`src/rtl/adder_pkg.sv`:
```
// Shared definitions for the pipelined carry-lookahead adder.
//   CLA_GROUP   : bits per lookahead group inside a chunk
//   REC_*       : bit offsets of the per-stage flag record (running carry,
//                 running propagate-AND, carry into the current chunk's MSB)
//   num_stages  : pipeline depth derived from operand width and chunk width
package adder_pkg;

    localparam int CLA_GROUP   = 4;

    localparam int REC_CARRY   = 0;
    localparam int REC_PROP    = 1;
    localparam int REC_CMSB    = 2;
    localparam int REC_FLAGS_W = 3;

    // Clamped to 1 so that an illegal configuration still elaborates far
    // enough for the top-level parameter check to report it.
    function automatic int num_stages(input int width, input int stage_bits);
        if (stage_bits < 1 || width < stage_bits) begin
            return 1;
        end
        return width / stage_bits;
    endfunction

endpackage

```
`src/rtl/cla_chunk.sv`:
```
// Combinational BITS-wide carry-lookahead chunk.
//   a, b  : chunk operand bits
//   cin   : carry into bit 0 of the chunk
//   sum   : chunk sum bits
//   cout  : carry out of the chunk MSB
//   prop  : AND of all per-bit propagates (a ^ b)
//   cmsb  : carry into the chunk MSB (used for signed overflow)
// Carries inside each CLA_GROUP-bit group are formed directly from the group
// carry-in via prefix generate/propagate terms; groups are rippled.
module cla_chunk
    import adder_pkg::*;
#(
    parameter int BITS = 8
) (
    input  logic [BITS-1:0] a,
    input  logic [BITS-1:0] b,
    input  logic            cin,
    output logic [BITS-1:0] sum,
    output logic            cout,
    output logic            prop,
    output logic            cmsb
);

    logic [BITS-1:0] gen;
    logic [BITS-1:0] pro;
    logic [BITS-1:0] carry;

    assign gen = a & b;
    assign pro = a ^ b;

    always_comb begin
        logic grp_c;
        logic gacc;
        logic pacc;
        carry = '0;
        grp_c = cin;
        gacc  = 1'b0;
        pacc  = 1'b1;
        for (int gs = 0; gs < BITS; gs += CLA_GROUP) begin
            // gacc/pacc are the generate/propagate of bits [gs, j) so each
            // carry is a two-level function of the group carry-in.
            gacc = 1'b0;
            pacc = 1'b1;
            for (int j = 0; j < CLA_GROUP; j++) begin
                if (gs + j < BITS) begin
                    carry[gs+j] = gacc | (pacc & grp_c);
                    gacc        = gen[gs+j] | (pro[gs+j] & gacc);
                    pacc        = pacc & pro[gs+j];
                end
            end
            grp_c = gacc | (pacc & grp_c);
        end
        cout = grp_c;
    end

    assign sum  = pro ^ carry;
    assign prop = &pro;
    assign cmsb = carry[BITS-1];

endmodule

```
`src/rtl/pipelined_cla_adder.sv`:
```
// Pipelined WIDTH-bit adder, one STAGE_BITS-wide CLA chunk per register stage.
//   clk, rst_n          : clock, asynchronous active-low reset
//   in_valid / in_ready : operand handshake (a, b, cin)
//   out_valid/out_ready : result handshake
//   sum                 : a + b + cin mod 2^WIDTH
//   cout                : carry out of the MSB
//   prop_all            : AND over all bits of a ^ b
//   ovf                 : signed overflow (carry into MSB xor cout)
// Each stage carries the unresolved operand bits, the already resolved sum
// bits, the running carry and the running propagate-AND to the next stage.
// Ready is a combinational bubble-collapsing chain from out_ready.
module pipelined_cla_adder
    import adder_pkg::*;
#(
    parameter int WIDTH      = 32,
    parameter int STAGE_BITS = 8
) (
    input  logic             clk,
    input  logic             rst_n,
    input  logic             in_valid,
    output logic             in_ready,
    input  logic [WIDTH-1:0] a,
    input  logic [WIDTH-1:0] b,
    input  logic             cin,
    output logic             out_valid,
    input  logic             out_ready,
    output logic [WIDTH-1:0] sum,
    output logic             cout,
    output logic             prop_all,
    output logic             ovf
);

    localparam int STAGES = num_stages(WIDTH, STAGE_BITS);

    if (STAGE_BITS < 1) begin : g_bad_stage_bits
        $error("pipelined_cla_adder: STAGE_BITS must be >= 1");
    end else if (WIDTH % STAGE_BITS != 0) begin : g_bad_width
        $error("pipelined_cla_adder: WIDTH must be a multiple of STAGE_BITS");
    end

    logic [STAGES:0]        ready;
    logic [STAGES-1:0]      vld_p;
    logic [WIDTH-1:0]       a_p   [STAGES];
    logic [WIDTH-1:0]       b_p   [STAGES];
    logic [WIDTH-1:0]       sum_p [STAGES];
    logic [REC_FLAGS_W-1:0] flg_p [STAGES];

    assign ready[STAGES] = out_ready;
    assign in_ready      = ready[0];

    for (genvar k = 0; k < STAGES; k++) begin : g_stage
        logic                   vld_in;
        logic [WIDTH-1:0]       a_in;
        logic [WIDTH-1:0]       b_in;
        logic [WIDTH-1:0]       sum_in;
        logic                   carry_in;
        logic                   prop_in;
        logic [STAGE_BITS-1:0]  chunk_sum;
        logic                   chunk_cout;
        logic                   chunk_prop;
        logic                   chunk_cmsb;
        logic [WIDTH-1:0]       sum_nxt;
        logic [REC_FLAGS_W-1:0] flg_nxt;
        logic                   vld_r;
        logic [WIDTH-1:0]       a_r;
        logic [WIDTH-1:0]       b_r;
        logic [WIDTH-1:0]       sum_r;
        logic [REC_FLAGS_W-1:0] flg_r;

        if (k == 0) begin : g_first
            assign vld_in   = in_valid;
            assign a_in     = a;
            assign b_in     = b;
            assign sum_in   = '0;
            assign carry_in = cin;
            assign prop_in  = 1'b1;
        end else begin : g_next
            assign vld_in   = vld_p[k-1];
            assign a_in     = a_p[k-1];
            assign b_in     = b_p[k-1];
            assign sum_in   = sum_p[k-1];
            assign carry_in = flg_p[k-1][REC_CARRY];
            assign prop_in  = flg_p[k-1][REC_PROP];
        end

        cla_chunk #(
            .BITS (STAGE_BITS)
        ) u_chunk (
            .a    (a_in[k*STAGE_BITS +: STAGE_BITS]),
            .b    (b_in[k*STAGE_BITS +: STAGE_BITS]),
            .cin  (carry_in),
            .sum  (chunk_sum),
            .cout (chunk_cout),
            .prop (chunk_prop),
            .cmsb (chunk_cmsb)
        );

        always_comb begin
            sum_nxt                               = sum_in;
            sum_nxt[k*STAGE_BITS +: STAGE_BITS]   = chunk_sum;
            flg_nxt                               = '0;
            flg_nxt[REC_CARRY]                    = chunk_cout;
            flg_nxt[REC_PROP]                     = prop_in & chunk_prop;
            flg_nxt[REC_CMSB]                     = chunk_cmsb;
        end

        // Stage k register: loads whenever it is empty or its content moves on.
        // Data only updates with a valid item so the last result is held.
        always_ff @(posedge clk or negedge rst_n) begin
            if (!rst_n) begin
                vld_r <= 1'b0;
                a_r   <= '0;
                b_r   <= '0;
                sum_r <= '0;
                flg_r <= '0;
            end else if (ready[k]) begin
                vld_r <= vld_in;
                if (vld_in) begin
                    a_r   <= a_in;
                    b_r   <= b_in;
                    sum_r <= sum_nxt;
                    flg_r <= flg_nxt;
                end
            end
        end

        assign ready[k] = !vld_r | ready[k+1];
        assign vld_p[k] = vld_r;
        assign a_p[k]   = a_r;
        assign b_p[k]   = b_r;
        assign sum_p[k] = sum_r;
        assign flg_p[k] = flg_r;
    end

    assign out_valid = vld_p[STAGES-1];
    assign sum       = sum_p[STAGES-1];
    assign cout      = flg_p[STAGES-1][REC_CARRY];
    assign prop_all  = flg_p[STAGES-1][REC_PROP];
    assign ovf       = flg_p[STAGES-1][REC_CMSB] ^ flg_p[STAGES-1][REC_CARRY];

endmodule

```
`config.mk`:
```
export PLATFORM = sky130hd
export DESIGN_NAME = pipelined_cla_adder
export DESIGN_NICKNAME = d
export VERILOG_FILES = /design/src/rtl/adder_pkg.sv /design/src/rtl/cla_chunk.sv /design/src/rtl/pipelined_cla_adder.sv
export SDC_FILE = /design/constraint.sdc
export NUM_CORES = 1
export LEC_CHECK = 0
export BUFFER_PORTS_ARGS = -buffer_cell sky130_fd_sc_hd__clkbuf_2
export CELL_PAD_IN_SITES_DETAIL_PLACEMENT = 1
export CELL_PAD_IN_SITES_GLOBAL_PLACEMENT = 1
export CORE_MARGIN = 3
export CORE_UTILIZATION = 50
export DETAILED_ROUTE_END_ITERATION = 8
export GPL_TIMING_DRIVEN = 0
export MAX_ROUTING_LAYER = met4
export PLACE_DENSITY = 0.84
export SLEW_MARGIN = 10
export SYNTH_ARGS = -nofsm -noshare
export SYNTH_HDL_FRONTEND = slang
export SYNTH_SLANG_ARGS = --single-unit
```
`constraint.sdc`:
```
create_clock -name clk -period 6.5 [get_ports clk]
set_input_delay 0.65 -clock clk [delete_from_list [all_inputs] [get_ports clk]]
set_output_delay 0.65 -clock clk [all_outputs]
set_load 0.1 [all_outputs]
```
==> run summary, run 1 <==
status -> completed
drt initial violations -> 236
Period minus WS final -> 2.41 ns
Post-DRT Antenna Nets -> 0
Post-synth ARST share -> 100%
Synthesis Warnings -> 0
Worst-path clk slew -> 0.07 ns
Clock Latency Late Sink -> 0.43 ns
Die Span X -> 135 um
fin crit share -> 37.2%
clock buffer count from CTS -> 17
CP Capture Type -> register
CP startpoint kind -> register
cts hold-fix bufs -> 0
drt wl/cell -> 20.8 um
count leader, synth -> dfrtp_1
R2R Setup Slk -> 4.09 ns
Req. time, crit path -> 6.85 ns
layout cell share with drive strength beyond 1 -> 34.0%
syn_nets -> 774
largest area contributor in the netlist -> dfrtp_1
final wirelength -> 21300 um
Slew Viols, Final -> 0
Buffers on Ports -> 105
initial antenna violation count -> 1
number of synthesized register bits -> 189
htree depth -> 4
Max Buffers Root-to-Sink -> 2
Placer Congestion -> 0.901
actual slew at the worst max-slew pin -> 0.782 ns
total power after layout -> 5.09 mW
Syn Area/Cell -> 12.5 um^2
hpwl dp -> 14300 um
chip height -> 135 um
crit path DAT -> 2.76 ns
Power Dens Cells -> 518 nW/um^2
Root Buffer -> clkbuf_16
Sink Count -> 189
TritonCTS clock tree -> done
Layout Nets -> 899
f_max -> 0.414 GHz
final setup TNS -> 0 ns
core area -> 16100 um^2
# IOs -> 106
Mapped Area -> 8290 um^2
first-pass GRT wire length -> 34200 um
sequential area share after synthesis -> 57.0%
Congestion Overflow GR -> 0
post-DR vias/cell -> 5.50
Peak supply drop -> 0.272 mV
Cell Rows -> 46
# resized after CTS -> 0
number of global-route vias before repair -> 6418
Vias -> 5608
max_cap viols -> 0
critical path type -> reg2reg
Most used DFF post-synth -> dfrtp_1
drt first pass iters -> 4
Die ar. -> 18200 um^2
Slew headroom -> 47.8%
Fillers -> 1649
synth cell count leaders -> dfrtp_1, nand2_1, mux2_2
Initial Utilization -> 51.6%
RSZ-0062 raised after global routing -> false
final setup fails -> 0
Total GRT Usage -> 25.2%
Hold/Removal Path Class -> in2async
number of flops mapped to enable cells by yosys -> 0
ranking of synthesized cells by area -> dfrtp_1, mux2_2, nand2_1
cells after synthesis -> 665
Synth-to-Final Area Change -> 18.4%
Synth top area share -> 57.0%
critical-path maximum fanout -> 3
post-route DRC violation count -> 0
Leak -> 4.71 nW
Clock Skew -> 0.00875 ns
largest net degree at the start of global routing -> 99
post-synth cell types -> 51
final hold vios -> 0
Post-CTS Setup Inserts -> 0
cell type report:
cell class / count / area (um^2) / area share (%)
sequential: 189 / 4730 / 48.2
clock buffer: 20 / 457 / 4.65
clock inverter: 12 / 234 / 2.38
tap: 216 / 270 / 2.75
multi-input combinational: 428 / 3350 / 34.2
timing repair buffer: 106 / 562 / 5.72
buffer: 25 / 124 / 1.26
inverter: 23 / 86.3 / 0.879
antenna: 1 / 2.50 / 0.0255
through the flow:
stage	std cells	utilization (%)	hold slack (ns)	area (um^2)	worst slack [ns]
after floorplan	665	-	0.354	8290	3.06
after global placement	986	56.6	0.448	9090	1.49
after detailed placement	987	56.8	0.461	9130	4.11
after CTS	1019	61.1	0.330	9820	4.08
after global routing	1020	61.1	0.371	9820	3.97
final	1020	61.1	0.309	9820	4.09
where the power goes:
part	total [mW]	internal [mW]	switching (mW)	leakage, nW
logic	2.07	0.605	1.46	2.12
registers	1.82	1.56	0.256	2.26
clock network	1.20	0.747	0.455	0.333
total	5.09	2.91	2.18	4.71
registers in the layout (all words and copies together), names as in the netlist:
signal         flops
g_stage.flg_r      9
g_stage.b_r       48
out_valid          1
g_stage.sum_r     48
sum               32
g_stage.vld_r      3
g_stage.a_r       48
metal layers:
layer / routed length, um / GRT usage (%)
met1: 8730 / 29.2
met2: 11400 / 44.5
met3: 495 / 3.32
met4: 600 / 10.1
met5: 0 / -
cells in the final DEF, fill, tap and decap left out, types with 10 or more instances in the layout:
cell type  Yosys  layout
mux2_2       109     109
inv_1         21      21
xor2_1        12      12
nor2_1        12      12
mux2_1        12      12
a21oi_1       10      10
nand2_1      119     119
clkbuf_16      0      17
dfrtp_1      189     189
buf_2         12      12
ha_1          32      32
o21ai_0       33      33
clkbuf_2       0     104
final timing paths:
path / start / to / cells past startpoint
min in group clk: in_valid / g_stage[0].vld_r / 2
worst max register to register: g_stage[0].a_r[8] / g_stage[1].sum_r[12] / 6
worst min-delay path: rst_n / sum[1] / 1
worst min register to register: g_stage[2].sum_r[21] / sum[21] / 2
max in group asynchronous: rst_n / g_stage[1].a_r[21] / 2
worst max-delay path: g_stage[0].a_r[8] / g_stage[1].sum_r[12] / 6
cells by family (layout without fill, tap and decap cells):
kind of cell / after synthesis / count (layout) / synth area share [%]
DFF: 189 / 189 / 57.0
AOI/OAI and AO/OA: 83 / 83 / 6.64
muxes: 121 / 121 / 16.4
and+or+nand+nor: 164 / 164 / 8.49
adders and majority gates: 40 / 40 / 6.76
xor gates and xnor gates: 20 / 20 / 2.11
buffers and inverters: 48 / 186 / 2.53
other: 0 / 1 / 0
worst max-delay path, cell delays in order (launching register included):
cell and delay (ns):
dfrtp_1 0.43, ha_1 0.33, a21o_1 0.21, and4_1 0.21, a2111oi_2 0.48, fa_1 0.49, o21ai_0 0.18
(Power assumes the default switching activity.)
==> inputs of run 2 (changes only) <==
--- a/config.mk
+++ b/config.mk
@@ -9,11 +9,11 @@
 export CELL_PAD_IN_SITES_DETAIL_PLACEMENT = 1
 export CELL_PAD_IN_SITES_GLOBAL_PLACEMENT = 1
 export CORE_MARGIN = 3
-export CORE_UTILIZATION = 50
+export CORE_UTILIZATION = 47
 export DETAILED_ROUTE_END_ITERATION = 8
 export GPL_TIMING_DRIVEN = 0
 export MAX_ROUTING_LAYER = met4
-export PLACE_DENSITY = 0.84
+export PLACE_DENSITY = 0.8
 export SLEW_MARGIN = 10
 export SYNTH_ARGS = -nofsm -noshare
 export SYNTH_HDL_FRONTEND = slang
==> constraint.sdc (replaced) <==
create_clock -name clk -period 2.5 [get_ports clk]
set_input_delay 0.25 -clock clk [delete_from_list [all_inputs] [get_ports clk]]
set_output_delay 0.25 -clock clk [all_outputs]
set_load 0.1 [all_outputs]
==> run 2 against run 1 <==
Largest power group unchanged; clock skew is 0.0011 ns lower; worst hold slack worse by 0.27 ns; global-route usage fell by 2.9 points; sequential share of layout area up 0.37 points; die area rose by 6.1%; sequential cell count stayed put; non-clock buffer count increased by 1; fmax grew 1.7%; clock-buffer cell count is the same; worst setup slack lost 4.0 ns; wire length down 6.4%.
==> run summary, run 2 (synthesis gave the netlist of run 1 again) <==
Placer Congestion -> 0.895
drt wl/cell -> 19.4 um
critical path type -> reg2reg
worst hold margin -> 0.0344 ns
drt initial violations -> 271
Clock Latency Late Sink -> 0.43 ns
Crit path largest cell delay -> 0.42 ns
Buffers on Ports -> 105
actual slew at the worst max-slew pin -> 0.763 ns
final setup fails -> 0
critical-path maximum fanout -> 3
initial antenna violation count -> 0
CP Capture Type -> register
Final Cell Area -> 9750 um^2
Hold/Removal Path Class -> in2reg
clock buffer count from CTS -> 17
hpwl dp -> 14500 um
CP startpoint kind -> register
drt first pass iters -> 4
core area -> 16900 um^2
CP top delay family -> adder cells
Worst-path clk slew -> 0.07 ns
Req. time, crit path -> 2.84 ns
RSZ-0062 raised after global routing -> false
post-DR vias/cell -> 5.37
# IOs -> 106
Cell Area, Placed -> 9170 um^2
Total GRT Usage -> 22.3%
Layout Nets -> 900
number of global-route vias before repair -> 6347
Cell Rows -> 47
max_cap viols -> 0
status -> completed
# diodes -> 0
Root Buffer -> clkbuf_16
Post-DRT Antenna Nets -> 0
first-pass GRT wire length -> 33000 um
Leak -> 4.68 nW
chip height -> 139 um
final hold vios -> 0
TritonCTS clock tree -> done
Peak supply drop -> 1.16 mV
f_max -> 0.421 GHz
post-route DRC violation count -> 0
htree depth -> 4
layout cell share with drive strength beyond 1 -> 34.7%
most common cell after layout, fill and taps aside -> dfrtp_1
crit path DAT -> 2.71 ns
Die ar. -> 19300 um^2
Vias -> 5498
Synth-to-Final Area Change -> 17.6%
Initial Utilization -> 49.0%
Clock Skew -> 0.00764 ns
most frequent cells in the layout -> dfrtp_1, nand2_1, mux2_2, clkbuf_2, o21ai_0
fin crit share -> 95.0%
Max Buffers Root-to-Sink -> 2
Worst Path Buf+Inv -> 0
Slew headroom -> 49.2%
slowest cell on the critical path -> dfrtp_1
Sink Count -> 189
largest net degree at the start of global routing -> 99
Largest regs -> g_stage.a_r (48), g_stage.b_r (48), g_stage.sum_r (48)
Slew Viols, Final -> 0
Power Dens Cells -> 1300 nW/um^2
final wirelength -> 19900 um
Congestion Overflow GR -> 0
worst path cell trace -> ha_1 -> a211o_1 -> a21oi_4 -> and2b_2 -> nor2_1 -> fa_1 -> o21ai_0
Die Span X -> 139 um
Period minus WS final -> 2.37 ns
[run 2: area by class of cell]
| cell class | instances | area [um^2] |
|---|---|---|
| clock inverter | 12 | 110 |
| sequential | 189 | 4730 |
| inverter | 23 | 86.3 |
| fill | 1774 | 7190 |
| multi-input combinational | 428 | 3380 |
| timing repair buffer | 107 | 572 |
| buffer | 25 | 138 |
| clock buffer | 20 | 457 |
| tap | 220 | 275 |
[run 2: routing by layer]
layer,track usage (%),routed length [um],share of wire (%)
met1,26.3,8310,42
met2,39.1,10600,53
met3,3.34,666,3.3
met4,7.52,327,1.6
met5,-,0,0
[run 2: worst paths after layout]
| kind | start | endpoint | slack (ns) | depth (start not counted) |
|---|---|---|---|---|
| min reg2reg | g_stage[2].sum_r[8] | sum[8] | 0.47 | 2 |
| max reg2reg | g_stage[2].b_r[24] | sum[28] | 0.13 | 7 |
| max | g_stage[2].b_r[24] | sum[28] | 0.13 | 7 |
| min in group asynchronous | rst_n | sum[1] | 0.43 | 2 |
| max in group asynchronous | rst_n | g_stage[0].a_r[22] | 1.13 | 3 |
| min | b[26] | g_stage[0].b_r[26] | 0.03 | 2 |
[run 2: timing repair]
action                    in CTS  in global routing
hold endpoints to repair      91                  0
hold buffers                   1                  0
resized for setup              0                  0
setup buffers                  0                  0
[run 2: metrics by stage]
stage	setup WS, ns	setup TNS (ns)	std cells	util, %	total power, mW
after floorplan	-0.418	-20.27	665	-	8.74
after global placement	-2.82	-401.91	990	54.0	9.72
after detailed placement	0.148	0	991	54.2	10.1
after CTS	0.131	0	1024	57.6	12.8
after global routing	0.0165	0	1024	57.6	13.4
final	0.125	0	1024	57.6	12.7
[run 2: power breakdown]
group / leakage [nW] / internal (mW) / total (mW) / switching [mW]
registers: 2.26 / 4.06 / 4.68 / 0.622
clock network: 0.270 / 1.43 / 2.62 / 1.19
logic: 2.15 / 1.59 / 5.36 / 3.77
total: 4.68 / 7.08 / 12.7 / 5.58
==> inputs of run 3 (changes only) <==
--- a/config.mk
+++ b/config.mk
@@ -9,11 +9,11 @@
 export CELL_PAD_IN_SITES_DETAIL_PLACEMENT = 1
 export CELL_PAD_IN_SITES_GLOBAL_PLACEMENT = 1
 export CORE_MARGIN = 3
-export CORE_UTILIZATION = 47
+export CORE_UTILIZATION = 50
 export DETAILED_ROUTE_END_ITERATION = 8
 export GPL_TIMING_DRIVEN = 0
 export MAX_ROUTING_LAYER = met4
-export PLACE_DENSITY = 0.8
+export PLACE_DENSITY = 0.84
 export SLEW_MARGIN = 10
 export SYNTH_ARGS = -nofsm -noshare
 export SYNTH_HDL_FRONTEND = slang
==> constraint.sdc (replaced) <==
create_clock -name clk -period 2.94 [get_ports clk]
set_input_delay 0.294 -clock clk [delete_from_list [all_inputs] [get_ports clk]]
set_output_delay 0.294 -clock clk [all_outputs]
set_load 0.1 [all_outputs]
==> run 3 against run 2 <==
Non-clock buffer count did not move; clock power fell by 13%; global-route usage rose by 2.0 points; utilization rose by 3.2 points; combinational power fell by 15%; fmax rose by 0.64%; sequential cell count did not move; critical path depth did not move; power fell by 14%; via count rose by 0.35%; sequential power fell by 14%; die area fell by 5.7%; critical endpoint unchanged.
==> run summary, run 3 (synthesis gave the netlist of run 1 again) <==
Placer Congestion -> 0.912
status -> completed
max_cap viols -> 0
Period minus WS final -> 2.36 ns
final setup fails -> 0
core area -> 16100 um^2
met3 wire length -> 668 um
worst hold margin -> 0.0654 ns
post-DR vias/cell -> 5.41
layout cell share with drive strength beyond 1 -> 34.5%
top layer in use -> met4
Root Buffer -> clkbuf_16
RSZ-0062 raised after global routing -> false
Setup WS post-layout -> 0.581 ns
Total GRT Usage -> 24.2%
cts hold-fix bufs -> 1
# IOs -> 106
initial antenna violation count -> 0
Post-DRT Antenna Nets -> 0
Die ar. -> 18200 um^2
Peak supply drop -> 0.716 mV
Leak -> 4.68 nW
drt wl/cell -> 19.5 um
fin crit share -> 80.3%
Cell Rows -> 46
Clock Skew -> 0.00817 ns
TritonCTS clock tree -> done
Die Span X -> 135 um
number of global-route vias before repair -> 6258
final hold vios -> 0
Max Buffers Root-to-Sink -> 2
critical path type -> reg2reg
Clock Latency Late Sink -> 0.44 ns
Final Cell Area -> 9760 um^2
Slew Viols, Final -> 0
pre-CTS setup slack -> 0.580 ns
drt initial violations -> 240
Cell Area, Placed -> 9160 um^2
Sink Count -> 189
final setup TNS -> 0 ns
final wirelength -> 19900 um
Slew headroom -> 50.8%
Initial Utilization -> 51.6%
Routed met1 length -> 8210 um
met2 routed wirelength -> 10700 um
# diodes -> 0
actual slew at the worst max-slew pin -> 0.739 ns
crit path DAT -> 2.71 ns
Largest regs -> g_stage.a_r (48), g_stage.b_r (48), g_stage.sum_r (48)
Vias -> 5517
Layout Utilization -> 60.8%
largest net degree at the start of global routing -> 103
most common cell after layout, fill and taps aside -> dfrtp_1
f_max -> 0.424 GHz
clock buffer count from CTS -> 17
critical-path maximum fanout -> 3
post-route DRC violation count -> 0
Congestion Overflow GR -> 0
Req. time, crit path -> 3.29 ns
Worst-path clk slew -> 0.07 ns
Inst Count DP -> 987
Hold/Removal Path Class -> in2reg
# resized after CTS -> 0
Buffers on Ports -> 105
most frequent cells in the layout -> dfrtp_1, nand2_1, mux2_2, clkbuf_2, o21ai_0
Post-CTS Setup Inserts -> 0
chip height -> 135 um
CP Capture Type -> register
Layout Nets -> 900
total power after layout -> 10.8 mW
first-pass GRT wire length -> 32900 um
htree depth -> 4
Cell Count, Final, Fillers Out -> 1019
drt first pass iters -> 4
Synth-to-Final Area Change -> 17.6%
CP startpoint kind -> register
hpwl dp -> 14800 um
Power Dens Cells -> 1110 nW/um^2
[run 3: changes by cell type in the layout (fill, tap and decap cells not counted), sizes merged]
cell / previous run / this run
bufinv: 1 / 2
clkbuf: 132 / 131
clkinv: 4 / 3
clkinvlp: 4 / 5
inv: 26 / 25
[run 3: path summary, 6_finish.rpt]
kind,from,slack (ns),endpoint,depth (start not counted)
min in group asynchronous,rst_n,0.47,sum[0],2
max reg2reg,g_stage[2].a_r[24],0.58,sum[28],7
min,b[23],0.07,g_stage[0].b_r[23],2
max in group asynchronous,rst_n,1.54,g_stage[3].flg_r[1],3
min reg2reg,g_stage[2].sum_r[15],0.47,sum[15],2
max,g_stage[2].a_r[24],0.58,sum[28],7
[run 3: worst max-delay path, cell delays in order, from the launching register on]
cell	delay, ns
dfrtp_1	0.40
ha_1	0.35
a211o_1	0.35
a21oi_4	0.18
and2b_2	0.24
nor2_1	0.13
fa_1	0.44
o21ai_0	0.19
[run 3: report_power, final]
part	internal (mW)	leakage [nW]	switching (mW)
logic	1.35	2.15	3.21
registers	3.45	2.26	0.554
clock network	1.30	0.276	0.987
[run 3: cell type report]
class / count / area, um^2
multi-input cells: 428 / 3370
inverters: 23 / 86.3
clock buffers: 19 / 453
well taps: 216 / 270
repair buffers: 107 / 572
plain buffers: 25 / 135
fillers: 1646 / 6300
clock inverters: 12 / 136
flip-flops and latches: 189 / 4730
[run 3: per-layer routing]
layer,track usage [%],up-vias
met1,28.8,2854
li1,-,2542
met4,6.67,0
met2,42.2,94
met3,4.88,27
met5,-,-
